[src/rtl/skolem_chk_pkg.sv]
// Shared types and closed-form helpers for the lshr Skolem sweep checker.
// Helpers take an explicit width so one definition serves every W up to MAX_W.
package skolem_chk_pkg;

  localparam int DEF_W     = 4;
  localparam int DEF_CNT_W = 2 * DEF_W + 1;
  localparam int MAX_W     = 16;

  typedef enum logic [2:0] {
    ST_IDLE  = 3'd0,
    ST_APPLY = 3'd1,
    ST_SWEEP = 3'd2,
    ST_CHECK = 3'd3,
    ST_DONE  = 3'd4
  } state_t;

  // Invertibility condition for x >>u s == t: ((t << s) >>u s) == t at width w.
  function automatic logic lshr_ic(input logic [MAX_W-1:0] s,
                                   input logic [MAX_W-1:0] t,
                                   input int               w);
    logic [MAX_W-1:0] mask;
    mask = (MAX_W'(1) << w) - MAX_W'(1);
    return ((((t << s) & mask) >> s) == (t & mask));
  endfunction

  function automatic logic lshr_ok(input logic [MAX_W-1:0] x,
                                   input logic [MAX_W-1:0] s,
                                   input logic [MAX_W-1:0] t,
                                   input int               w);
    logic [MAX_W-1:0] mask;
    mask = (MAX_W'(1) << w) - MAX_W'(1);
    return (((x & mask) >> s) == (t & mask));
  endfunction

endpackage

[src/rtl/skolem_lshr_eval.sv]
// Combinational evaluator: invertibility condition and Skolem candidate check
// for one (s, t, x) triple.
module skolem_lshr_eval
  import skolem_chk_pkg::*;
#(
  parameter int W = DEF_W
) (
  input  logic [W-1:0] s_i,
  input  logic [W-1:0] t_i,
  input  logic [W-1:0] x_i,
  output logic         ic_o,
  output logic         ok_o
);

  assign ic_o = lshr_ic(MAX_W'(s_i), MAX_W'(t_i), W);
  assign ok_o = lshr_ok(MAX_W'(x_i), MAX_W'(s_i), MAX_W'(t_i), W);

endmodule

[config.mk]
export PLATFORM = sky130hd
export DESIGN_NAME = skolem_lshr_eval
export DESIGN_NICKNAME = d
export VERILOG_FILES = /design/src/rtl/skolem_chk_pkg.sv /design/src/rtl/skolem_lshr_eval.sv
export SDC_FILE = /design/constraint.sdc
export NUM_CORES = 1
export LEC_CHECK = 0
export BUFFER_PORTS_ARGS = -buffer_cell sky130_fd_sc_hd__buf_2
export CAP_MARGIN = 20
export CORE_AREA = 2 2 39 41
export DETAILED_ROUTE_END_ITERATION = 12
export DIE_AREA = 0 0 41 43
export SYNTH_ARGS = -nofsm -noshare
export SYNTH_HDL_FRONTEND = slang
export SYNTH_SLANG_ARGS = --single-unit
[constraint.sdc]
create_clock -name vclk -period 2.9
set_clock_uncertainty 0.2 [all_clocks]
set_input_delay 0.29 -clock vclk [all_inputs]
set_output_delay 0.29 -clock vclk [all_outputs]
set_load 0.05 [all_outputs]
==> results of run 1 <==
==> power groups by stage <==
stage          Sequential, W  Combinational, W  Clock, W
2_1_floorplan              0         0.0000294         0
4_1_cts                    0         0.0000453         0
3_3_place_gp               0         0.0000447         0
6_report                   0         0.0000452         0
5_1_grt                    0         0.0000502         0
3_5_place_dp               0         0.0000451         0
==> final cells by class <==
| cell class | count | area (um^2) |
|---|---|---|
| inverters | 1 | 3.75 |
| multi-input cells | 38 | 240 |
| repair buffers | 14 | 70.1 |
| well taps | 16 | 20.0 |
| fillers | 164 | 1050 |
==> worst max-delay path: cells and delay by family <==
family	cells	cell delay (ns)
buffers and inverters	2	0.36
AO/OA/AOI/OAI	3	0.61
AND/OR/NAND/NOR	2	0.34
==> kinds of logic (layout without fill, tap and decap cells) <==
group | count (synthesis) | count (layout) | share of synthesized area [%]
simple gates | 20 | 20 | 40.3
compound gates | 13 | 13 | 32.7
buf+inv | 4 | 15 | 9.00
mux | 3 | 3 | 11.4
xor+xnor | 2 | 2 | 6.64
==> Yosys cell counts, types with 2 or more instances <==
library cell / instances / share of area (%)
nor2_1: 5 / 7.1
nand2_1: 4 / 5.7
o21ai_0: 4 / 7.6
a21oi_1: 3 / 5.7
mux2i_1: 3 / 11
nor3_1: 3 / 5.7
nor4_1: 2 / 4.7
o32a_1: 2 / 7.6
xor2_1: 2 / 6.6
==> per-stage QoR <==
stage	cells	hold WS [ns]	area [um^2]	setup WS, ns	util [%]
6_report	69	0.877	334	0.800	24.1
5_1_grt	69	0.914	334	0.705	24.1
4_1_cts	69	0.876	334	0.791	24.1
3_5_place_dp	69	0.874	334	0.796	24.1
3_3_place_gp	69	0.868	334	0.800	24.1
2_1_floorplan	42	0.691	264	0.897	-
==> metal layers <==
layer,vias up,routed length (um)
met5,-,0
met4,0,0
met3,0,56
met2,13,277
met1,140,360
li1,184,-
==> worst paths after layout <==
check | slack, ns | to
max | 0.80 | ok_o
min | 0.88 | ic_o
==> impl_results.md, run 1 <==
- Final setup violating endpoints: 0
- M1 GR Usage: around 15%
- Most frequent cells in the layout: 14 x buf_2, 5 x nor2_1, 4 x nand2_1, 4 x o21ai_0
- Status: complete, no violations
- Psw: between 0.00002 and 0.00003 W
- Port buffer count: 14
- Count of final hold-check violations: 0
- DRT antenna net count: 0
- Routability cong.: ~0.73
- Internal power: roughly 0.000018 W
- Via Count: ~340
- Chip height: about 43 um
- Die width: slightly above 40 um
- Slew @ Worst Pin: around 0.25 ns
- CP required: 2.41 ns
- Critical-path maximum fanout: 6
- Net Sw Frac: 60.1%
- Worst Hold Class: in2out
- Worst vdd ir: around 0.043 mV
- Worst hold path startpoint: s_i[1]
- Routed WL: between 600 and 700 um
- Seq pwr share: 0%
- Fin crit period: around 2.1 ns
- Slowest stage cell, crit path: o32a_1
- Cell area power density: ~140 nW/um^2
- Ports: 14
- Achievable Freq: around 480 MHz
- Met3 Resource Use GR: 0%
- Crit path DAT: about 1.6 ns
- Clock share of power: 0%
- DR pass1 iterations: 4
- Setup TNS Final: 0 ns
- Final period util: between 70 and 80%
- First-pass GRT wire length: ~1200 um
- Max Cap Viol: 0
- Crit start category: input pin
- Area of the core: 1380 um^2
- Num rows: 14
- Lkg Pwr: between 0.1 and 0.15 nW
- Via/cell ratio: approximately 4.9
- Critical Path End Type: primary output
- Cell Area, Synth: roughly 260 um^2
- Mapped Cells: 42
- Initial Utilization: around a fifth
- Overall Power: 0.0000452 W
- Hold depth: 3
- Combinational share of power: 100.0%
- Met2 Track Usage GR: about 12%
- GR Overflow Total: 0
- Largest net degree at the start of global routing: 13
- Seq cells: 0
- Initial antenna violation count: 0
- Initial DRC Count: 10
- Unrepaired setup endpoints after global routing: no
- Number of global-route vias before repair: ~260
- Nets: 67
- FF+latch area: 0 um^2
- Syn_area_per_cell: around 6.3 um^2
- Crit-path max cell delay: roughly 0.33 ns
- Fin. max-slew vios: 0
- Sequential area share after synthesis: 0%
- Crit-path cells: buf_2 -> nor2_2 -> nand2_1 -> o32a_1 -> a21oi_1 -> o32a_1 -> buf_2
- Clock buf count: 0
- Hold-fix buffers, CTS: 0
- Slew margin rel.: between 80 and 90%
- Yosys warnings: 0
- Share of post-route cells with drive strength above 1: about 30%
- Routed wire per std cell: 10.0 um
- Ant. Diodes: 0
- Synthesis-to-finish area growth: 26.5%
- Synth cell types: 23
- GR peak layer: met1
- Most common cell after layout, fill and taps aside: buf_2
- Post_cts resized: 0
- Total Routing Usage GR: 8.69%
- Die area: 1760 um^2
- Post-synth net total: 54
- CP Launch Point: s_i[3]
- Critical path type: in2out
- Drt drc: 0
- Post-DP HPWL: roughly 560 um
- Setup Fix Bufs, Post-CTS: 0
Power figures use the tool's default switching activity.
==> run 2, diff against run 1 <==
clock period = 1.98 ns   (was 2.9 ns; I/O delays follow)
==> run 2 against run 1 <==
  * First-iteration DRC count is 50% lower
  * Global-route usage is 0.10 points lower
  * Die area stayed put
  * Power is 56% higher
  * Combinational power is 56% higher
  * Largest cell class unchanged
==> impl_results.md, run 2 (same netlist as run 1, synthesis figures left out) <==
- CP Launch Point: s_i[1]
- Ports: 14
- Worst Hold Class: in2out
- Fin. max-slew vios: 0
- Routed WL: about 700 um
- Status: complete, no violations
- Most common cell after layout, fill and taps aside: buf_2
- CP required: about 1.6 ns
- Hold-fix buffers, CTS: 0
- Achievable Freq: ~530 MHz
- FF+latch area: 0 um^2
- DR pass1 iterations: 4
- Ant. Diodes: 0
- Synthesis-to-finish area growth: 34.6%
- GR Overflow Total: 0
- Unrepaired setup endpoints after global routing: no
- Critical-path maximum fanout: 8
- Fin crit period: about 1.9 ns
- Routed wire per std cell: around 9.8 um
- Slew margin rel.: between 80% and 90%
- Port buffer count: 14
- Placed Cells: approximately 70
- Worst vdd ir: 0.0643 mV
- Setup ws final: roughly 0.096 ns
- First-pass GRT wire length: around 1100 um
- Die area: roughly 1800 um^2
- Via Count: ~350
- Crit start category: input pin
- Initial DRC Count: 5
- Critical Path End Type: primary output
- Most frequent cells in the layout: 14 x buf_2, 5 x nor2_1, 4 x nand2_1, 4 x o21ai_0
- Post-DP HPWL: between 500 and 600 um
- Cell area power density: ~200 nW/um^2
- Chip height: between 40 and 50 um
- Count of final hold-check violations: 0
- DRT antenna net count: 0
- Num rows: 14
- Clock buf count: 0
- Area of the core: about 1400 um^2
- Via/cell ratio: 4.96
- Placement Setup Slack: between 0.1 and 0.15 ns
- Initial antenna violation count: 0
- Share of post-route cells with drive strength above 1: between 30 and 40%
- Final period util: 95.2%
- Final Non-Filler Cells: 71
- Nets: just under 70
- Multi-input logic area: 246 um^2
- Slew @ Worst Pin: between 0.2 and 0.25 ns
- Drt drc: 0
- Max Cap Viol: 0
- Routability cong.: about 0.73
- Initial Utilization: a little under a fifth
- # fillers: between 150 and 200
- Crit path DAT: 1.49 ns
- Hold Slack: 0.691 ns
- Lkg Pwr: roughly 0.16 nW
- Final setup violating endpoints: 0
- Largest net degree at the start of global routing: 10
- Die width: just over 40 um
- Seq cells: 0
- Number of global-route vias before repair: 271
- Critical Path End: ok_o
- Setup TNS Final: 0 ns
- Critical path type: in2out
- Total Routing Usage GR: under 10%
-- run 2: final cells by class --
class,count,area share (%)
timing repair buffer,16,23.9
multi-input combinational,38,69.4
inverter,1,1.06
tap,16,5.63
-- run 2: per-stage QoR --
step           utilization, %  cell area, um^2  power [W]
2_1_floorplan               -              264  0.0000430
3_3_place_gp             25.2              349  0.0000683
3_5_place_dp             25.2              349  0.0000691
4_1_cts                  25.2              349  0.0000692
5_1_grt                  25.7              355  0.0000780
6_report                 25.7              355  0.0000703
-- run 2: worst min-delay path by stage --
stage	startpoint	end	slack (ns)	depth (start not counted)
final	t_i[3]	ic_o	0.69	5
after global routing	t_i[3]	ic_o	0.72	5
after CTS	t_i[3]	ic_o	0.69	5
after detailed placement	t_i[3]	ic_o	0.69	5
after global placement	t_i[3]	ic_o	0.69	5
after floorplan	t_i[3]	ic_o	0.51	3
-- run 2: worst max-delay path, cell delays in order --
cell	delay, ns
buf_2	0.17
mux2i_1	0.29
mux2i_1	0.14
nand3_1	0.10
nor2_1	0.04
o32a_1	0.34
buf_2	0.21
-- run 2: metal layers --
layer	global-route usage, %	routed length [um]
met4	0	0
met5	0	0
met3	0	52
met2	10.6	256
met1	16.5	390
-- run 2: report_power, final --
group | leakage (nW) | switching (W) | internal, W | total [W]
clock | 0 | 0 | 0 | 0
sequential | 0 | 0 | 0 | 0
combinational | 0.155 | 0.0000410 | 0.0000292 | 0.0000703
-- run 2: timing repair --
action                                  4_1_cts  5_1_grt
gates resized for setup                       0        1
setup buffers                                 0        0
endpoints found under the setup margin        0        1
